$ cat src/rtl/spi_slave.sv
// spi_slave: receive-side SPI endpoint for 16-bit packets.
// It shifts in a 16-bit command on MOSI and, in the same SS_n-low frame, shifts out a
// 16-bit response on MISO.
// Bus format: SCLK idles high. MOSI is sampled on the SCLK rise, MISO is updated on the
// SCLK fall, and data is MSB first. All SPI pins are asynchronous to clk.
//
// Ports:
//   clk       system clock, rising edge
//   rst_n     synchronous active-low reset
//   SS_n      slave select, active-low frame (async)
//   SCLK      serial clock, idle high (async)
//   MOSI      serial command data (async)
//   MISO      serial response data, tx_shft[15] during a frame, else 0
//   tx_data   response word, captured at SS_n fall
//   cmd_rcvd  last complete command, held until the next good frame
//   rdy       one-clk pulse when cmd_rcvd is updated
//   err       one-clk pulse when a frame ends with bit count != 16
module spi_slave (
  input  logic        clk,
  input  logic        rst_n,
  input  logic        SS_n,
  input  logic        SCLK,
  input  logic        MOSI,
  input  logic [15:0] tx_data,
  output logic        MISO,
  output logic [15:0] cmd_rcvd,
  output logic        rdy,
  output logic        err
);

  typedef enum logic [1:0] {StWaitHi, StIdle, StFrame} state_e;

  // Synchronizer chains: bit 0 is ff1, bit 1 is ff2, bit 2 is the history flop.
  logic [2:0] sclk_ff_q;
  logic [2:0] ss_ff_q;
  logic [1:0] mosi_ff_q;

  logic sclk_rise, sclk_fall, ss_rise, ss_fall, ss_sync, mosi_sync;

  state_e      state_q;
  logic [1:0]  settle_q;
  logic [4:0]  bit_cnt_q;
  logic [15:0] tx_shft_q;
  logic [15:0] rx_shft_q;

  always_ff @(posedge clk) begin
    if (!rst_n) begin
      sclk_ff_q <= 3'b111;
      ss_ff_q   <= 3'b111;
      mosi_ff_q <= 2'b00;
    end else begin
      sclk_ff_q <= {sclk_ff_q[1:0], SCLK};
      ss_ff_q   <= {ss_ff_q[1:0], SS_n};
      mosi_ff_q <= {mosi_ff_q[0], MOSI};
    end
  end

  always_comb begin
    sclk_rise = sclk_ff_q[1] & ~sclk_ff_q[2];
    sclk_fall = ~sclk_ff_q[1] & sclk_ff_q[2];
    ss_rise   = ss_ff_q[1] & ~ss_ff_q[2];
    ss_fall   = ~ss_ff_q[1] & ss_ff_q[2];
    ss_sync   = ss_ff_q[1];
    // MOSI comes from ff2, so it has the same delay as the SCLK edge detect.
    mosi_sync = mosi_ff_q[1];
  end

  always_ff @(posedge clk) begin
    if (!rst_n) begin
      state_q   <= StWaitHi;
      settle_q  <= 2'd0;
      bit_cnt_q <= 5'd0;
      tx_shft_q <= 16'h0000;
      rx_shft_q <= 16'h0000;
      cmd_rcvd  <= 16'h0000;
      rdy       <= 1'b0;
      err       <= 1'b0;
    end else begin
      rdy <= 1'b0;
      err <= 1'b0;
      case (state_q)
        StWaitHi: begin
          // The SS_n chain still holds its reset ones right after reset.
          // Judging SS_n before real pin samples reach ff2 would let a low SS_n
          // look like a fresh fall, so let the chain fill for two clocks first.
          if (settle_q != 2'd2) begin
            settle_q <= settle_q + 2'd1;
          end else if (ss_sync) begin
            state_q <= StIdle;
          end
        end
        StIdle: begin
          if (ss_fall) begin
            tx_shft_q <= tx_data;
            bit_cnt_q <= 5'd0;
            rx_shft_q <= 16'h0000;
            state_q   <= StFrame;
          end
        end
        StFrame: begin
          // When both happen in one cycle, the end of the frame wins and the SCLK edge is dropped.
          if (ss_rise) begin
            if (bit_cnt_q == 5'd16) begin
              cmd_rcvd <= rx_shft_q;
              rdy      <= 1'b1;
            end else begin
              err <= 1'b1;
            end
            state_q <= StIdle;
          end else begin
            if (sclk_rise) begin
              rx_shft_q <= {rx_shft_q[14:0], mosi_sync};
              // The count stops at 17 so that an overlong frame cannot wrap back to 16.
              if (bit_cnt_q != 5'd17) bit_cnt_q <= bit_cnt_q + 5'd1;
            end
            if (sclk_fall) begin
              tx_shft_q <= {tx_shft_q[14:0], 1'b0};
            end
          end
        end
        default: state_q <= StWaitHi;
      endcase
    end
  end

  assign MISO = (state_q == StFrame) & tx_shft_q[15];

endmodule

$ cat config.mk
export PLATFORM = sky130hd
export DESIGN_NAME = spi_slave
export DESIGN_NICKNAME = d
export VERILOG_FILES = /design/src/rtl/spi_slave.sv
export SDC_FILE = /design/constraint.sdc
export NUM_CORES = 1
export LEC_CHECK = 0
export ABC_CLOCK_PERIOD_IN_PS = 2000
export BUFFER_PORTS_ARGS = -buffer_cell sky130_fd_sc_hd__buf_2
export CORE_MARGIN = 2
export CORE_UTILIZATION = 56
export DETAILED_ROUTE_END_ITERATION = 8
export HOLD_SLACK_MARGIN = 0.05
export PLACE_DENSITY_LB_ADDON = 0.1
export SLEW_MARGIN = 20
export SYNTH_ARGS = -nofsm -noshare
export SYNTH_HDL_FRONTEND = slang
export SYNTH_SLANG_ARGS = --single-unit
$ cat constraint.sdc
create_clock -name clk -period 2 [get_ports clk]
set_input_delay 0.1 -clock clk [delete_from_list [all_inputs] [get_ports clk]]
set_output_delay 0.1 -clock clk [all_outputs]
set_load 0.05 [all_outputs]
==> results of run 1 <==
## power by group
part	switching, mW	internal, mW
clock	0.484	0.559
sequential	0.0314	1.38
combinational	0.113	0.121
total	0.628	2.06
## kinds of logic (layout without fill, tap and decap cells)
logic type / count (synthesis) / in the layout / synth area share (%)
and+or+nand+nor: 135 / 135 / 24.4
DFF: 67 / 67 / 49.5
AOI/OAI and AO/OA: 48 / 48 / 14.0
buffers and inverters: 25 / 86 / 3.97
muxes: 16 / 16 / 5.91
adders and majority gates: 4 / 4 / 1.85
xor gates and xnor gates: 1 / 1 / 0.324
## final cells by class
| class | count | area (um2) | share of cell area [%] |
|---|---|---|---|
| Timing Repair Buffer | 64 | 442 | 13.3 |
| Multi-Input combinational cell | 204 | 1260 | 38.0 |
| Clock buffer | 9 | 124 | 3.73 |
| Inverter | 7 | 26.3 | 0.792 |
| Tap cell | 54 | 67.6 | 2.04 |
| Sequential cell | 67 | 1340 | 40.4 |
| Clock inverter | 6 | 57.6 | 1.73 |
## layout by cell type (no fill, tap or decap), types with 2 or more instances in the layout
master,Yosys,routed
nor3_1,3,3
inv_1,5,5
buf_4,2,6
nor2_1,30,30
o21ai_0,2,2
nand2b_1,9,9
ha_1,4,4
nand3_1,21,21
o211ai_1,2,2
a31oi_1,2,2
clkinv_1,2,2
buf_2,5,39
dlygate4sd3_1,0,17
o22ai_1,2,2
mux2i_1,16,16
nor2b_2,1,2
nor2b_1,4,3
dfxtp_1,67,67
and2_1,5,5
nand4bb_1,3,3
a21oi_1,5,5
and4bb_1,3,3
clkbuf_8,0,9
a311oi_1,14,14
nand2_1,51,51
clkinv_2,0,4
a21boi_1,14,14
## timing repair
item / in CTS / in global routing
endpoints found under the hold margin: 17 / 0
setup endpoints to repair: 0 / 1
resized for setup: 0 / 1
hold buffers: 17 / 0
## layer usage
| metal | vias to the layer above | wire [um] |
|---|---|---|
| met3 | 6 | 217 |
| met1 | 1021 | 2630 |
| li1 | 1138 | - |
| met4 | 0 | 61 |
| met5 | - | 0 |
| met2 | 43 | 2470 |
## how the worst min path moves through the flow
| stage | startpoint | endpoint | slack (ns) | cells after the start |
|---|---|---|---|---|
| after floorplan | rst_n | sclk_ff_q[0]$_SDFF_PN1_ | 0.17 | 1 |
| after global placement | SS_n | ss_ff_q[0]$_SDFF_PN1_ | 0.29 | 2 |
| after detailed placement | SS_n | ss_ff_q[0]$_SDFF_PN1_ | 0.29 | 2 |
| after CTS | tx_data[0] | tx_shft_q[0]$_SDFFE_PN0P_ | 0.09 | 4 |
| after global routing | tx_data[1] | tx_shft_q[1]$_SDFFE_PN0P_ | 0.13 | 4 |
| final | tx_data[0] | tx_shft_q[0]$_SDFFE_PN0P_ | 0.10 | 4 |
## metrics by stage
| step | instances | cell area, um2 |
|---|---|---|
| after global placement | 379 | 2960 |
| after detailed placement | 379 | 2960 |
| final | 411 | 3320 |
| after CTS | 411 | 3320 |
| after global routing | 411 | 3320 |
| after floorplan | 296 | 2710 |
## registers in the layout, indices dropped and copies added (netlist names)
register	count
settle_q	2
tx_shft_q	16
state_q	2
mosi_ff_q	2
ss_ff_q	3
err	1
rx_shft_q	16
bit_cnt_q	5
cmd_rcvd	16
rdy	1
sclk_ff_q	3
## worst max-delay path, stage by stage (launching register included)
cell and delay [ns]:
dfxtp_1 0.46, nor2b_2 0.28, buf_6 0.26, and2_1 0.16, buf_2 0.26
==> reports/metrics.json, run 1 <==
{
  "crit_required_ns": 1.90,
  "ff2ff_setup_slack_ns": 0.35,
  "clk_path_buf_depth": 2,
  "hold_class": "in -> reg",
  "clock_sinks": 67,
  "synth_top_area_cells": "dfxtp_1 (50%), nand2_1 (7.1%), mux2i_1 (5.9%)",
  "p_leak_nw": 1.42,
  "h-tree-depth": 3,
  "area_growth_syn_to_layout_pct": 22.6,
  "synth.distinct_cells": 39,
  "grt_max_degree": 34,
  "setup.worst_path.start_class": "register",
  "synth_nets": 321,
  "grt_pass1_wl_um": 8840,
  "design.final.nets": 378,
  "antenna_violations_before_repair": 0,
  "yosysTopAreaCellShare_pct": 49.5,
  "setup_viol_count_final": 0,
  "critPathKind": "reg -> out",
  "drc_errors": 0,
  "drt.antenna.violating_nets": 0,
  "floorplan.die_area_um2": 5410,
  "num_antenna_cells": 0,
  "outcome": "finished, final reports clean",
  "grtUsageMet1_pct": 27.0,
  "reg2reg_from": "bit_cnt_q[0]$_SDFFE_PN0P_",
  "rows": 25,
  "timing.critical_path.to_type": "primary output",
  "synth_seq_area_share_pct": 49.5,
  "drt_iter0_markers": 148,
  "timing.final.crit_share_pct": 93.3,
  "floorplan.die.width_um": 73.5,
  "dr.pass1.iters": 4,
  "tns_ns": 0,
  "worst_setup_ep": "MISO",
  "grt_setup_unrepaired": "false",
  "dpl.hpwl_um": 3310,
  "fin_ws_ns": 0.135,
  "timing.clock.skew_ns": 0.00774,
  "dieHeight_um": 73.5,
  "finalCoreUtilization_pct": 70.7,
  "first_global_vias": 2001,
  "clock_pin_slew_of_the_registers_on_the_worst_case_setup_and_hold_paths_ns": 0.06,
  "r2r_cells": 6,
  "yosysMostFrequentCell": "dfxtp_1",
  "power_mw": 2.68,
  "setup.worst_path.start": "state_q[1]$_SDFFE_PN0P_",
  "grt_ovf": 0,
  "start_util_pct": 57.7,
  "post-route-min-period_ns": 1.87,
  "synth-warning-count": 0,
  "gr_util_met3_pct": 7.54,
  "drt-wirelength-per-cell_um": 13.1,
  "maxClockFrequency_mhz": 536,
  "clock_tree_from_tritoncts": "done",
  "edff_count_synth": 0,
  "gp_congestion": 0.788,
  "finalHoldViolCount": 0,
  "worst_hold_slack_ns": 0.103,
  "cap_viol_max_count": 0,
  "syn_inst": 296,
  "filler_cell_count": 360,
  "globalRouteTotalUtil_pct": 21.4,
  "asyncSetResetFlopFracSynth_pct": 0,
  "worstSkewPairLatency_ns": 0.34,
  "postSynthAreaPerCell_um2": 9.15,
  "worstMarginPinSlew_ns": 0.642,
  "totalWireLength_um": 5380,
  "worstPathArrival_ns": 1.77,
  "numCtsBuffers": 9,
  "routed-via-count": 2208,
  "timing_max_transition_violations_final": 0,
  "post_synth_instance_area_um2": 2710,
  "vias_per_cell": 5.37,
  "critical_path.max_fanout": 27,
  "power_density_nw_per_um2": 809,
  "grt_use_met2_pct": 33.3,
  "core_region_area_um2": 4690,
  "critical_path.reg2reg.endpoint": "cmd_rcvd[8]$_SDFFE_PN0P_",
  "top_usage_layer": "met2",
  "numPortBuffers": 39,
  "num_io_pins": 40,
  "place_ws_ns": 0.381,
  "synth_area_leader_cell": "dfxtp_1",
  "postSynth.topFlopCell": "dfxtp_1",
  "max-slew-margin-rel_pct": 57.0,
  "synth.top_cells.by_count": "dfxtp_1 (67), nand2_1 (51), nor2_1 (30), nand3_1 (21), mux2i_1 (16)",
  "cts_root_buf": "clkbuf_8",
  "synth_seq_cells": 67,
  "post_cts.repair.setup_buffers": 0,
  "post_route_cells_drive_above_1_share_pct": 19.0,
  "vdd_ir_drop_max_mv": 0.702
}
No activity file was read; power rests on OpenSTA's default activity.
==> inputs of run 2 (changes only) <==
--- a/config.mk
+++ b/config.mk
@@ -12,6 +12,7 @@
 export DETAILED_ROUTE_END_ITERATION = 8
 export HOLD_SLACK_MARGIN = 0.05
 export PLACE_DENSITY_LB_ADDON = 0.1
+export RECOVER_POWER = 100
 export SLEW_MARGIN = 20
 export SYNTH_ARGS = -nofsm -noshare
 export SYNTH_HDL_FRONTEND = slang
==> run 2 against run 1 <==
Against the previous run: global-route usage unchanged; highest routed layer unchanged; die area unchanged; clock skew decreased by 0.00061 ns; largest power group unchanged; largest cell class unchanged.
==> reports/metrics.json, run 2 (same netlist as run 1, synthesis figures left out) <==
{
  "numPortBuffers": {"value": 39, "change": "unchanged"},
  "h-tree-depth": {"value": 3, "change": "unchanged"},
  "start_util": {"value": 57.7, "unit": "%", "change": "unchanged"},
  "cp_slowest_cell": "nand3_2",
  "multiInputGateArea": {"value": 1250, "unit": "um2", "change": "-0.89%"},
  "routed-via-count": {"value": 2182, "change": "-1.2%"},
  "slowest_delay": {"value": 0.47, "unit": "ns", "change": "about the same"},
  "drt-wirelength-per-cell": {"value": 13.1, "unit": "um", "change": "+0.19%"},
  "crit_required": {"value": 2.22, "unit": "ns", "change": "+0.32 ns"},
  "grt_max_degree": {"value": 34, "change": "unchanged"},
  "globalRouteTotalUtil": {"value": 21.4, "unit": "%", "change": "unchanged"},
  "post-route-min-period": {"value": 1.84, "unit": "ns", "change": "-0.0289 ns"},
  "floorplan.die.width": {"value": 73.5, "unit": "um", "change": "unchanged"},
  "drt.antenna.violating_nets": {"value": 0, "change": "unchanged"},
  "timing.critical_path.to_type": "register",
  "clk_path_buf_depth": {"value": 2, "change": "unchanged"},
  "hold_depth": {"value": 4, "change": "unchanged"},
  "post_route_cells_drive_above_1_share": {"value": 13.7, "unit": "%", "change": "-5.3 points"},
  "vdd_ir_drop_max": {"value": 0.701, "unit": "mV", "change": "-0.11%"},
  "crit_path_cell_trace": "inv_1 > ha_1 > and4bb_1 > nand3_2 > mux2i_1 > nor2_1",
  "dpl.hpwl": {"value": 3310, "unit": "um", "change": "unchanged"},
  "area_growth_syn_to_layout_pct": 21.2,
  "design.final.nets": {"value": 378, "change": "unchanged"},
  "clock_sinks": {"value": 67, "change": "unchanged"},
  "clock_tree_from_tritoncts": "done",
  "gp_congestion": {"value": 0.788, "change": "unchanged"},
  "antenna_violations_before_repair": {"value": 0, "change": "unchanged"},
  "num_io_pins": {"value": 40, "change": "unchanged"},
  "p_leak": {"value": 1.33, "unit": "nW", "change": "-6.4%"},
  "core_region_area": {"value": 4690, "unit": "um2", "change": "unchanged"},
  "worstPathArrival": {"value": 2.05, "unit": "ns", "change": "+0.28 ns"},
  "post_cts.repair.setup_buffers": {"value": 0, "change": "unchanged"},
  "numCtsBuffers": {"value": 9, "change": "unchanged"},
  "critPathKind": "reg -> reg",
  "timing.clock.skew": {"value": 0.00713, "unit": "ns", "change": "-0.000612 ns"},
  "r2r_cells": {"value": 6, "change": "unchanged"},
  "grt_setup_unrepaired": "false",
  "setup_viol_count_final": {"value": 0, "change": "unchanged"},
  "maxClockFrequency": {"value": 545, "unit": "MHz", "change": "+1.6%"},
  "clock_pin_slew_of_the_registers_on_the_worst_case_setup_and_hold_paths": {"value": 0.07, "unit": "ns", "change": "about the same"},
  "totalWireLength": {"value": 5390, "unit": "um", "change": "+0.19%"},
  "timing.critical_path.buf_inv": {"value": 1, "change": "-1"},
  "dr.pass1.iters": {"value": 4, "change": "unchanged"},
  "power": {"value": 2.68, "unit": "mW", "change": "-0.27%"},
  "reg.largest.list": "cmd_rcvd x16, rx_shft_q x16, tx_shft_q x16",
  "setup.worst_path.start_class": "register",
  "critical_path.max_fanout": {"value": 16, "change": "-41%"},
  "timing.final.crit_share": {"value": 91.8, "unit": "%", "change": "-1.4 points"},
  "drc_errors": {"value": 0, "change": "unchanged"},
  "max-slew-margin-rel": {"value": 56.2, "unit": "%", "change": "-0.72 points"},
  "most-common-layout-cells": "dfxtp_1 (67), nand2_1 (51), nor2_1 (30)",
  "dieHeight": {"value": 73.5, "unit": "um", "change": "unchanged"},
  "grt_ovf": {"value": 0, "change": "unchanged"},
  "filler_cell_count": {"value": 371, "change": "+3.1%"},
  "outcome": "finished, final reports clean",
  "critical-path-top-delay-family": "simple AND/OR/NAND/NOR gates",
  "drt_iter0_markers": {"value": 162, "change": "+9.5%"},
  "cap_viol_max_count": {"value": 0, "change": "unchanged"},
  "first_global_vias": {"value": 2001, "change": "unchanged"},
  "cts_root_buf": "clkbuf_8",
  "worstSkewPairLatency": {"value": 0.34, "unit": "ns", "change": "about the same"},
  "tns": {"value": 0, "unit": "ns", "change": "unchanged"},
  "timing_max_transition_violations_final": {"value": 0, "change": "unchanged"},
  "vias_per_cell": {"value": 5.31, "change": "-1.2%"},
  "rows": {"value": 25, "change": "unchanged"},
  "power_density": {"value": 816, "unit": "nW/um2", "change": "+0.91%"},
  "seq_area": {"value": 1340, "unit": "um2", "change": "unchanged"},
  "critical_path_cell_count": {"value": 6, "change": "+2"},
  "grt_pass1_wl": {"value": 8840, "unit": "um", "change": "unchanged"},
  "hold_class": "in -> reg",
  "final_common_cell": "dfxtp_1",
  "num_antenna_cells": {"value": 0, "change": "unchanged"},
  "worstMarginPinSlew": {"value": 0.652, "unit": "ns", "change": "+0.0107 ns"},
  "floorplan.die_area": {"value": 5410, "unit": "um2", "change": "unchanged"},
  "finalHoldViolCount": {"value": 0, "change": "unchanged"}
}
run 2: layout make-up:
type / count / area share, %
clock buffer: 9 / 3.78
timing repair buffer: 64 / 12.6
tap: 54 / 2.06
inverter: 7 / 0.801
sequential: 67 / 40.9
clock inverter: 6 / 1.75
multi-input combinational: 204 / 38.1
run 2: path summary, 6_finish.rpt:
path                        startpoint  slack [ns]                        end
min                         tx_data[0]        0.10  tx_shft_q[0]$_SDFFE_PN0P_
max          bit_cnt_q[0]$_SDFFE_PN0P_        0.16   cmd_rcvd[8]$_SDFFE_PN0P_
max reg2reg  bit_cnt_q[0]$_SDFFE_PN0P_        0.16   cmd_rcvd[8]$_SDFFE_PN0P_
min reg2reg      ss_ff_q[0]$_SDFF_PN1_        0.41      ss_ff_q[1]$_SDFF_PN1_
run 2: where the power goes:
group	internal (mW)	switching, mW	total, mW
logic	0.120	0.113	0.232
registers	1.38	0.0309	1.41
clock network	0.559	0.478	1.04
total	2.06	0.622	2.68
run 2: what timing repair did:
| action | 4_1_cts | 5_1_grt |
|---|---|---|
| endpoints found under the setup margin | 0 | 1 |
| hold buffers | 17 | 0 |
| hold endpoints to repair | 17 | 0 |
| gates resized for setup | 0 | 1 |
run 2: worst register-to-register path: cells and delay by family, from the launching register on:
family	cells	cell delay, ns
and+or+nand+nor	3	0.78
DFF	1	0.35
muxes	1	0.35
adders and majority gates	1	0.15
buffers and inverters	1	0.09
run 2: layer usage:
metal,GRT usage [%],up-vias,part of all wire [%]
li1,-,1138,-
met1,27.0,1002,49
met2,33.3,36,46
met3,7.54,6,3.6
met4,8.89,0,1.1
met5,0,-,0
run 2: metrics by stage:
step / cell area, um2 / util, % / std cells / hold slack, ns / setup slack [ns]
4_1_cts: 3320 / 70.7 / 411 / 0.0949 / 0.0919
3_3_place_gp: 2960 / 63.2 / 379 / 0.286 / 0.421
5_1_grt: 3280 / 69.9 / 411 / 0.126 / 0.0508
3_5_place_dp: 2960 / 63.2 / 379 / 0.287 / 0.381
2_1_floorplan: 2710 / - / 296 / 0.173 / 0.381
6_report: 3280 / 69.9 / 411 / 0.102 / 0.164
